$ cat src/rtl/cube_pkg.sv
// Shared definitions for the iterative cuber: FSM encoding, default operand
// width and the result-width helper.
package cube_pkg;

    localparam int WIDTH_DEF = 8;

    typedef enum logic [1:0] {
        IDLE    = 2'd0,
        SQ_GO   = 2'd1,
        SQ_WAIT = 2'd2,
        CU_WAIT = 2'd3
    } cube_state_t;

    function automatic int res_w(input int w);
        return 3 * w;
    endfunction

endpackage

$ cat src/rtl/cube_pow_if.sv
// Start/busy handshake bundle for cube_pow: operand in, busy and result out.
interface cube_pow_if #(parameter int WIDTH = cube_pkg::WIDTH_DEF);

    logic                                start_i;
    logic [WIDTH-1:0]                    x_bi;
    logic                                busy_o;
    logic [cube_pkg::res_w(WIDTH)-1:0]   y_bo;

    modport master (output start_i, x_bi, input busy_o, y_bo);
    modport slave  (input start_i, x_bi, output busy_o, y_bo);

endinterface

$ cat src/rtl/shift_add_mul.sv
// Sequential unsigned shift-add multiplier: one multiplier bit per cycle,
// product valid BW edges after the operands are loaded.
module shift_add_mul #(
    parameter int AW = 16,
    parameter int BW = 8
) (
    input  logic               clk_i,
    input  logic               rst_i,
    input  logic               start_i,
    input  logic [AW-1:0]      a_bi,
    input  logic [BW-1:0]      b_bi,
    output logic               busy_o,
    output logic [AW+BW-1:0]   y_bo
);

    localparam int PW = AW + BW;
    localparam int CW = $clog2(BW + 1);

    logic [PW-1:0] a_sh;
    logic [PW-1:0] acc;
    logic [BW-1:0] b_sh;
    logic [CW-1:0] cnt;
    logic          busy_r;

    always_ff @(posedge clk_i or posedge rst_i) begin
        if (rst_i) begin
            a_sh   <= '0;
            b_sh   <= '0;
            acc    <= '0;
            cnt    <= '0;
            busy_r <= 1'b0;
        end else if (start_i && !busy_r) begin
            a_sh   <= PW'(a_bi);
            b_sh   <= b_bi;
            acc    <= '0;
            cnt    <= CW'(BW);
            busy_r <= 1'b1;
        end else if (busy_r) begin
            // Accumulate the shifted multiplicand for each set multiplier bit, LSB first.
            if (b_sh[0]) begin
                acc <= acc + a_sh;
            end
            a_sh <= a_sh << 1;
            b_sh <= b_sh >> 1;
            cnt  <= cnt - CW'(1);
            if (cnt == CW'(1)) begin
                busy_r <= 1'b0;
            end
        end
    end

    assign busy_o = busy_r;
    assign y_bo   = acc;

endmodule

$ cat src/rtl/cube_pow.sv
// Iterative cuber y = x^3: squares x, then multiplies the square by x, reusing
// a single shift-add multiplier for both passes.
module cube_pow
    import cube_pkg::*;
#(
    parameter int WIDTH = WIDTH_DEF
) (
    input  logic       clk_i,
    input  logic       rst_i,
    cube_pow_if.slave  bus
);

    localparam int AW = 2 * WIDTH;
    localparam int RW = res_w(WIDTH);

    cube_state_t      state_q;
    cube_state_t      state_d;
    logic [WIDTH-1:0] x_r;
    logic [RW-1:0]    y_r;

    logic             mul_start;
    logic [AW-1:0]    mul_a;
    logic             mul_busy;
    logic [RW-1:0]    mul_y;

    shift_add_mul #(
        .AW (AW),
        .BW (WIDTH)
    ) u_mul (
        .clk_i   (clk_i),
        .rst_i   (rst_i),
        .start_i (mul_start),
        .a_bi    (mul_a),
        .b_bi    (x_r),
        .busy_o  (mul_busy),
        .y_bo    (mul_y)
    );

    always_comb begin
        state_d   = state_q;
        mul_start = 1'b0;
        mul_a     = AW'(x_r);
        case (state_q)
            IDLE: begin
                if (bus.start_i) begin
                    state_d = SQ_GO;
                end
            end
            SQ_GO: begin
                mul_start = 1'b1;
                state_d   = SQ_WAIT;
            end
            SQ_WAIT: begin
                // Square is complete: feed it straight back as the multiplicand.
                if (!mul_busy) begin
                    mul_start = 1'b1;
                    mul_a     = mul_y[AW-1:0];
                    state_d   = CU_WAIT;
                end
            end
            CU_WAIT: begin
                if (!mul_busy) begin
                    state_d = IDLE;
                end
            end
            default: state_d = IDLE;
        endcase
    end

    always_ff @(posedge clk_i or posedge rst_i) begin
        if (rst_i) begin
            state_q <= IDLE;
            x_r     <= '0;
            y_r     <= '0;
        end else begin
            state_q <= state_d;
            if (state_q == IDLE && bus.start_i) begin
                x_r <= bus.x_bi;
            end
            if (state_q == CU_WAIT && !mul_busy) begin
                y_r <= mul_y;
            end
        end
    end

    assign bus.busy_o = (state_q != IDLE);
    assign bus.y_bo   = y_r;

endmodule
$ cat src/flat_wrapper.sv
// flat-port wrapper written by rule: the top's interface ports become plain ports
module cube_pow_flat import cube_pkg::*;
#(
    parameter int WIDTH = WIDTH_DEF
)
  (clk_i, rst_i, bus_start_i, bus_x_bi, bus_busy_o, bus_y_bo);
  cube_pow_if #(.WIDTH(WIDTH)) bus_i ();
  input  logic clk_i;
  input  logic rst_i;
  input wire logic [$bits(bus_i.start_i)-1:0] bus_start_i;
  input wire logic [$bits(bus_i.x_bi)-1:0] bus_x_bi;
  output wire logic [$bits(bus_i.busy_o)-1:0] bus_busy_o;
  output wire logic [$bits(bus_i.y_bo)-1:0] bus_y_bo;
  assign bus_i.start_i = bus_start_i;
  assign bus_i.x_bi = bus_x_bi;
  assign bus_busy_o = bus_i.busy_o;
  assign bus_y_bo = bus_i.y_bo;
  cube_pow #(.WIDTH(WIDTH)) u_core (.clk_i(clk_i), .rst_i(rst_i), .bus(bus_i));
endmodule
$ cat config.mk
export PLATFORM = sky130hd
export DESIGN_NAME = cube_pow_flat
export DESIGN_NICKNAME = d
export VERILOG_FILES = /design/src/rtl/cube_pkg.sv /design/src/rtl/cube_pow_if.sv /design/src/rtl/shift_add_mul.sv /design/src/rtl/cube_pow.sv /design/src/flat_wrapper.sv
export SDC_FILE = /design/constraint.sdc
export NUM_CORES = 1
export LEC_CHECK = 0
export BUFFER_PORTS_ARGS = -buffer_cell sky130_fd_sc_hd__clkbuf_2
export CAP_MARGIN = 5
export CORE_MARGIN = 2
export CORE_UTILIZATION = 40
export CTS_CLUSTER_DIAMETER = 30
export DETAILED_ROUTE_END_ITERATION = 16
export PLACE_DENSITY = 0.62
export SLEW_MARGIN = 20
export SYNTH_ARGS = -nofsm -noshare
export SYNTH_HDL_FRONTEND = slang
export SYNTH_SLANG_ARGS = --single-unit
$ cat constraint.sdc
create_clock -name clk_i -period 8.52 [get_ports clk_i]
set_clock_uncertainty 0.05 [all_clocks]
set_input_delay 1.278 -clock clk_i [delete_from_list [all_inputs] [get_ports clk_i]]
set_output_delay 1.278 -clock clk_i [all_outputs]
set_load 0.01 [all_outputs]
==> results of run 1 <==
[worst min-delay path by stage]
| stage | start | endpoint | slack (ps) | cells past startpoint |
|---|---|---|---|---|
| floorplan | u_core.u_mul.y_bo[23]$_DFFE_PP0P_ | u_core.u_mul.y_bo[23]$_DFFE_PP0P_ | 390 | 1 |
| global placement | u_core.u_mul.y_bo[23]$_DFFE_PP0P_ | u_core.u_mul.y_bo[23]$_DFFE_PP0P_ | 410 | 1 |
| detailed placement | u_core.u_mul.y_bo[23]$_DFFE_PP0P_ | u_core.u_mul.y_bo[23]$_DFFE_PP0P_ | 420 | 1 |
| CTS | u_core.u_mul.y_bo[23]$_DFFE_PP0P_ | u_core.u_mul.y_bo[23]$_DFFE_PP0P_ | 430 | 1 |
| global route | u_core.u_mul.y_bo[23]$_DFFE_PP0P_ | u_core.u_mul.y_bo[23]$_DFFE_PP0P_ | 450 | 1 |
| finish | u_core.u_mul.y_bo[23]$_DFFE_PP0P_ | u_core.u_mul.y_bo[23]$_DFFE_PP0P_ | 420 | 1 |
[through the flow]
step	power (W)	instances
after global placement	0.00166	710
after detailed placement	0.00169	710
after global routing	0.00221	725
final	0.00205	725
after CTS	0.00207	725
after floorplan	0.00143	529
[routing by layer]
layer	GRT usage, %	up-vias	part of all wire (%)
li1	-	1924	-
met1	24.5	1956	48
met2	26.0	82	46
met3	3.98	18	4.1
met4	7.22	0	1.6
met5	0	-	0
[synthesized netlist by cell type (2+ instances only)]
| library cell | instances | area, um^2 |
|---|---|---|
| a2111oi_2 | 2 | 30.0 |
| a211o_1 | 2 | 17.5 |
| a21o_1 | 15 | 113 |
| a21oi_1 | 29 | 145 |
| a221o_1 | 9 | 90.1 |
| a22o_1 | 2 | 17.5 |
| a31oi_1 | 2 | 12.5 |
| and2_1 | 3 | 18.8 |
| and3_1 | 3 | 18.8 |
| buf_2 | 4 | 20.0 |
| clkbuf_1 | 26 | 97.6 |
| dfrtp_1 | 95 | 2380 |
| ha_1 | 30 | 375 |
| inv_1 | 12 | 45.0 |
| mux2_2 | 34 | 383 |
| mux2i_1 | 20 | 200 |
| nand2_1 | 76 | 285 |
| nand2b_1 | 5 | 31.3 |
| nand3_1 | 4 | 20.0 |
| nand4_1 | 4 | 25.0 |
| nor2_1 | 33 | 124 |
| nor2b_1 | 5 | 31.3 |
| nor3_1 | 6 | 30.0 |
| o211ai_1 | 2 | 15.0 |
| o21a_1 | 3 | 22.5 |
| o21ai_0 | 52 | 260 |
| o21ai_1 | 6 | 30.0 |
| or3_1 | 4 | 25.0 |
| xnor2_1 | 9 | 78.8 |
| xor2_1 | 6 | 52.6 |
[state kept, by name (all words and copies together), names as in the netlist]
register / count
u_core.state_q: 2
u_core.u_mul.y_bo: 24
u_core.u_mul.busy_o: 1
u_core.bus.y_bo: 24
u_core.x_r: 8
u_core.u_mul.b_sh: 8
u_core.u_mul.cnt: 4
u_core.u_mul.a_sh: 24
[power by group through the flow]
stage / logic [W] / registers [W] / clock network, W
after floorplan: 0.000699 / 0.000734 / 0
after global placement: 0.000884 / 0.000780 / 0
after detailed placement: 0.000902 / 0.000787 / 0
after CTS: 0.000906 / 0.000780 / 0.000383
after global routing: 0.00101 / 0.000806 / 0.000400
final: 0.000900 / 0.000780 / 0.000372
[kinds of logic (layout without fill, tap and decap cells)]
logic type	count (synthesis)	in the layout	share of synthesized area, %
flops	95	95	45.0
simple gates	148	148	12.4
fa+ha+maj	31	31	7.49
buf+inv	43	67	3.18
compound gates	143	143	18.3
xor+xnor	15	15	2.49
mux	54	54	11.0
[layout make-up]
cell class                 instances  share of cell area, %
inverter                          12                  0.811
sequential                        95                   40.6
tap                              172                   3.67
timing repair buffer              40                   3.63
clock inverter                     1                 0.0854
clock buffer                      14                   4.33
multi-input combinational        391                   46.9
==> metrics.md, run 1 <==
| Metric | Value |
|---|---|
| Worst reg2reg path depth | `10` |
| Synth cell types | `56` |
| Hold Fails Final Rpt | `0` |
| Post-Synthesis Cells | `529` |
| Vias | `3980` |
| Clock latency on the worst-skew pair | `approximately 350 ps` |
| First DRT Iteration DRCs | `193` |
| Hold WS | `416 ps` |
| Vias per cell | `5.49` |
| Worst-path clk slew | `~60 ps` |
| Drt wl/cell | `16.0 um` |
| TritonRoute pass-1 iters | `5` |
| GP Congestion | `0.836` |
| Die Y | `~120 um` |
| Die X | `between 100 and 150 um` |
| CP Max Fanout | `4` |
| Final-layout fill cell count | `1208` |
| CTS tree | `yes` |
| Final Max Slew Viols | `0` |
| Area after DPL | `about 5600 um^2` |
| Status | `finished, final reports clean` |
| Finished Cell Area | `approximately 5900 um^2` |
| Initial antenna violation count | `0` |
| Primary FF master, synth | `dfrtp_1` |
| FF-to-FF End | `u_core.u_mul.y_bo[18]$_DFFE_PP0P_` |
| Crit path depth | `10` |
| Rel. slew slack | `45.8%` |
| WL final | `about 12 mm` |
| Pin count of the biggest net entering global routing | `55` |
| Setup TNS | `0 ps` |
| NetSw | `0.000853 W` |
| Worst path top cell family by delay | `simple AND/OR/NAND/NOR gates` |
| Total setup buffers inserted after CTS | `0` |
| # resized after CTS | `0` |
| Sw Share | `just over 40%` |
| Register Area | `between 2000 and 2500 um^2` |
| Post-cts hold buffer count | `0` |
| Global-route wire length before repair | `19.6 mm` |
| Post-Synthesis Cell Area | `5280 um^2` |
| FP Rows | `41` |
| Yosys reg bits | `between 90 and 100` |
| VDD IR max | `0.207 mV` |
| WP buf/inv | `1` |
| Total grt overflow | `0` |
| Setup WS post-layout | `between 5000 and 6000 ps` |
| Period Utilization, post-route | `32.8%` |
| DRC Markers | `0` |
| Core Region | `12800 um^2` |
| Area added between synthesis and finish | `11.0%` |
| Combinational power share | `43.9%` |
| Seq/Total Area, Yosys | `45.0%` |
| EDFF count, synth | `0` |
| Place WS | `5780 ps` |
| Slowest-stage cell, CP | `dfrtp_1` |
| Maximum clock rate | `358 MHz` |
| Total of max-cap violations | `0` |
| WS Path Type | `reg2reg` |
| Async S/R FF share, synth | `between 90% and 100%` |
| Clock share of power | `~18%` |
| Internal power | `0.00120 W` |
| Sequential share of power | `between 30% and 40%` |
| GRT Util Overall | `between 10% and 20%` |
| Min Tclk post-route | `2800 ps` |
| Die Area | `14100 um^2` |
| RSZ-0062 raised after global routing | `false` |
| Post-synthesis area per instance | `~10 um^2` |
| IO Port Bufs | `35` |
| Core Util, Final | `45.9%` |
| Vias in the first global route | `3795` |
| CP Capture Point | `u_core.u_mul.y_bo[18]$_DFFE_PP0P_` |
| Starting density of the core | `41.3%` |
| Slew at the pin closest to its max-slew limit | `812 ps` |
| CP startpoint kind | `flip-flop` |
| Dpl hpwl | `8.00 mm` |
| Worst Path Arrival | `approximately 3000 ps` |
| Setup violators final | `0` |
| Worst hold path class | `reg2reg` |
| Sink Count | `between 90 and 100` |
| Net count after synthesis | `571` |
| R2r setup slk | `approximately 5700 ps` |
| # diodes | `0` |
| CP Cell Sequence | `ha_1 > inv_1 > fa_1 > and2b_1 > o2111ai_1 > and3_4 > nor3_1 > nor2_1 > or3_1 > a32oi_1` |
| Multi-input logic area | `2750 um^2` |
| H-Tree Depth | `3` |
| Data required time of the critical path | `8720 ps` |
| Origin of the critical flop-to-flop path | `u_core.u_mul.y_bo[0]$_DFFE_PP0P_` |
| I/O pin count | `36` |
| Most frequent cells in the layout | `94 x dfrtp_1, 76 x nand2_1, 52 x o21ai_0, 35 x clkbuf_2, 34 x mux2_2` |
| Nets@finish | `591` |
| CTS Buf Count | `9` |
| Commonest non-fill, non-tap cell in the layout | `dfrtp_1` |
| Share of layout cells above drive strength 1 | `around 18%` |
| PD cells | `around 350 nW/um^2` |
| Maximum root-to-sink buffer count | `2` |
| Synth Warn # | `0` |
| Max incr delay on CP | `just under 400 ps` |
| CP Capture Type | `flip-flop` |
| Worst Setup SP | `u_core.u_mul.y_bo[0]$_DFFE_PP0P_` |
| LEAKAGE | `~2.8 nW` |
| Antenna-violating nets left | `0` |
| Root Buffer | `clkbuf_16` |
No activity file was read; power rests on OpenSTA's default activity.
==> run 2, diff against run 1 <==
PLACE_DENSITY = 0.64   (was 0.62)
clock period = 2.45 ns   (was 8.52 ns; I/O delays follow)
==> run 2 against run 1 <==
  * Utilization grew 2.4 points
  * Clock power rose to 3.6 times the previous value
  * Critical endpoint is now u_core.u_mul.y_bo[20]$_DFFE_PP0P_
  * Critical path depth is the same
==> metrics.md, run 2 (synthesized netlist as in run 1, its figures left out) <==
| Metric | Value |
|---|---|
| Status | `finished, final reports clean` |
| CP Capture Point | `u_core.u_mul.y_bo[20]$_DFFE_PP0P_` |
| FP Rows | `41` |
| GRT Util Overall | `17.1%` |
| Final Max Slew Viols | `0` |
| Area added between synthesis and finish | `16.8%` |
| Worst path top cell family by delay | `compound AO/OA/AOI/OAI gates` |
| Vias per cell | `5.40` |
| Clock latency on the worst-skew pair | `340 ps` |
| Initial antenna violation count | `0` |
| WP buf/inv | `1` |
| WL final | `11.7 mm` |
| WS Path Type | `reg2reg` |
| Worst hold path class | `in2reg` |
| Commonest non-fill, non-tap cell in the layout | `dfrtp_1` |
| H-Tree Depth | `3` |
| Die Area | `14100 um^2` |
| Rel. slew slack | `70.2%` |
| Drt wl/cell | `roughly 16 um` |
| Layout Cells excl Fill | `~750` |
| Worst reg2reg path depth | `10` |
| VDD IR max | `0.603 mV` |
| Die Y | `119 um` |
| Combinational power share | `46.1%` |
| Origin of the critical flop-to-flop path | `u_core.u_mul.a_sh[0]$_DFFE_PP0P_` |
| Setup violators final | `0` |
| Pin count of the biggest net entering global routing | `53` |
| Worst Path Arrival | `2590 ps` |
| R2r setup slk | `between 40 and 50 ps` |
| Final-layout fill cell count | `1167` |
| Maximum clock rate | `415 MHz` |
| Antenna-violating nets left | `0` |
| Slowest-stage cell, CP | `dfrtp_1` |
| Vias | `around 4000` |
| Die X | `119 um` |
| Total grt overflow | `0` |
| Crit path depth | `10` |
| Hold Fails Final Rpt | `0` |
| Worst-path clk slew | `70 ps` |
| Global-route wire length before repair | `19.6 mm` |
| Worst Setup SP | `u_core.u_mul.a_sh[0]$_DFFE_PP0P_` |
| RSZ-0062 raised after global routing | `true` |
| CTS tree | `yes` |
| NetSw | `0.00305 W` |
| CP startpoint kind | `flip-flop` |
| Nets@finish | `618` |
| Sequential share of power | `35.7%` |
| Max incr delay on CP | `370 ps` |
| PD cells | `1200 nW/um^2` |
| Share of layout cells above drive strength 1 | `24.1%` |
| Placed insts | `between 700 and 800` |
| Data required time of the critical path | `2630 ps` |
| CP Capture Type | `flip-flop` |
| Slew at the pin closest to its max-slew limit | `448 ps` |
| Min Tclk post-route | `2410 ps` |
| TritonRoute pass-1 iters | `4` |
| Root Buffer | `clkbuf_16` |
| Sw Share | `41.1%` |
| FF-to-FF End | `u_core.u_mul.y_bo[20]$_DFFE_PP0P_` |
| Internal power | `0.00436 W` |
| Vias in the first global route | `about 4000` |
| Most frequent cells in the layout | `94 x dfrtp_1, 76 x nand2_1, 51 x o21ai_0, 35 x clkbuf_2, 34 x mux2_2` |
| I/O pin count | `36` |
| Starting density of the core | `41.3%` |
| Tot Pwr | `0.00741 W` |
| CTS Buf Count | `9` |
| First DRT Iteration DRCs | `196` |
| Register Area | `2380 um^2` |
| Dpl hpwl | `8.47 mm` |
| Clock share of power | `18.2%` |
| CP Max Fanout | `3` |
| DRC Markers | `0` |
| IO Port Bufs | `35` |
| LEAKAGE | `2.97 nW` |
| Hold WS | `203 ps` |
| Core Region | `12800 um^2` |
| Period Utilization, post-route | `98.4%` |
| # diodes | `0` |
| GP Congestion | `0.908` |
| Total of max-cap violations | `0` |
| CP Cell Sequence | `ha_2 > inv_2 > fa_2 > and2b_2 > o2111ai_2 > and3_4 > o31a_1 > o21bai_2 > mux2i_1 > nand2_1` |
| Maximum root-to-sink buffer count | `2` |
| Sink Count | `95` |
| Multi-input logic area | `2810 um^2` |
## run 2: cell count changes in the layout (fill, tap and decap cells not counted), moves of 2 or more
cell      previous run  this run
buf_4                5        30
clkbuf_1             4         0
clkinv_2             1         3
clkinv_4             0         2
ha_1                30        28
## run 2: power groups by stage
| stage | registers, W | clock network, W | logic, W |
|---|---|---|---|
| 6_report | 0.00264 | 0.00135 | 0.00341 |
| 3_3_place_gp | 0.00264 | 0 | 0.00327 |
| 3_5_place_dp | 0.00267 | 0 | 0.00337 |
| 2_1_floorplan | 0.00255 | 0 | 0.00243 |
| 4_1_cts | 0.00264 | 0.00137 | 0.00339 |
| 5_1_grt | 0.00272 | 0.00144 | 0.00379 |
## run 2: how the worst min path moves through the flow
stage	startpoint	to	slack, ps	cells after the start
2_1_floorplan	u_core.u_mul.y_bo[23]$_DFFE_PP0P_	u_core.u_mul.y_bo[23]$_DFFE_PP0P_	390	1
3_3_place_gp	rst_i	u_core.bus.y_bo[21]$_DFFE_PP0P_	320	2
3_5_place_dp	rst_i	u_core.bus.y_bo[21]$_DFFE_PP0P_	330	2
4_1_cts	bus_x_bi[0]	u_core.x_r[0]$_DFFE_PP0P_	200	2
5_1_grt	bus_x_bi[1]	u_core.x_r[1]$_DFFE_PP0P_	200	2
6_report	bus_x_bi[0]	u_core.x_r[0]$_DFFE_PP0P_	200	2
## run 2: what timing repair did
action | in CTS | in global routing
setup endpoints to repair | 5 | 8
hold buffers | 1 | 0
buffers inserted | 0 | 5
pin swaps | 4 | 8
hold endpoints to repair | 15 | 0
gates resized for setup | 3 | 8
## run 2: through the flow
stage | util [%] | setup WS [ps] | setup TNS, ps | instance area, um^2
after global routing | 48.3 | -54.6 | -204 | 6170
final | 48.3 | 40.2 | 0 | 6170
after global placement | 45.2 | -13.6 | -13.6 | 5780
after CTS | 47.6 | 16.3 | 0 | 6090
after floorplan | - | 44.1 | 0 | 5290
after detailed placement | 45.2 | -101 | -180 | 5780
## run 2: worst register-to-register path, stage by stage, from the launching register on
cell and delay, ps:
dfrtp_1 370, ha_2 210, inv_2 40, fa_2 330, and2b_2 240, o2111ai_2 120
and3_4 210, o31a_1 290, o21bai_2 180, mux2i_1 200, nand2_1 60
## run 2: final cells by class
cell class	instances	share of cell area, %
tap	172	3.49
clock inverter	5	0.527
timing repair buffer	67	6.98
inverter	12	0.791
multi-input combinational	391	45.6
sequential	95	38.6
clock buffer	11	4.10
## run 2: layer usage
| metal | vias up | share of wire [%] | global-route usage, % |
|---|---|---|---|
| li1 | 1974 | - | - |
| met1 | 2013 | 48 | 22.7 |
| met2 | 62 | 48 | 28.3 |
| met3 | 15 | 3.2 | 3.78 |
| met4 | 0 | 1.2 | 4.54 |
| met5 | - | 0 | 0 |
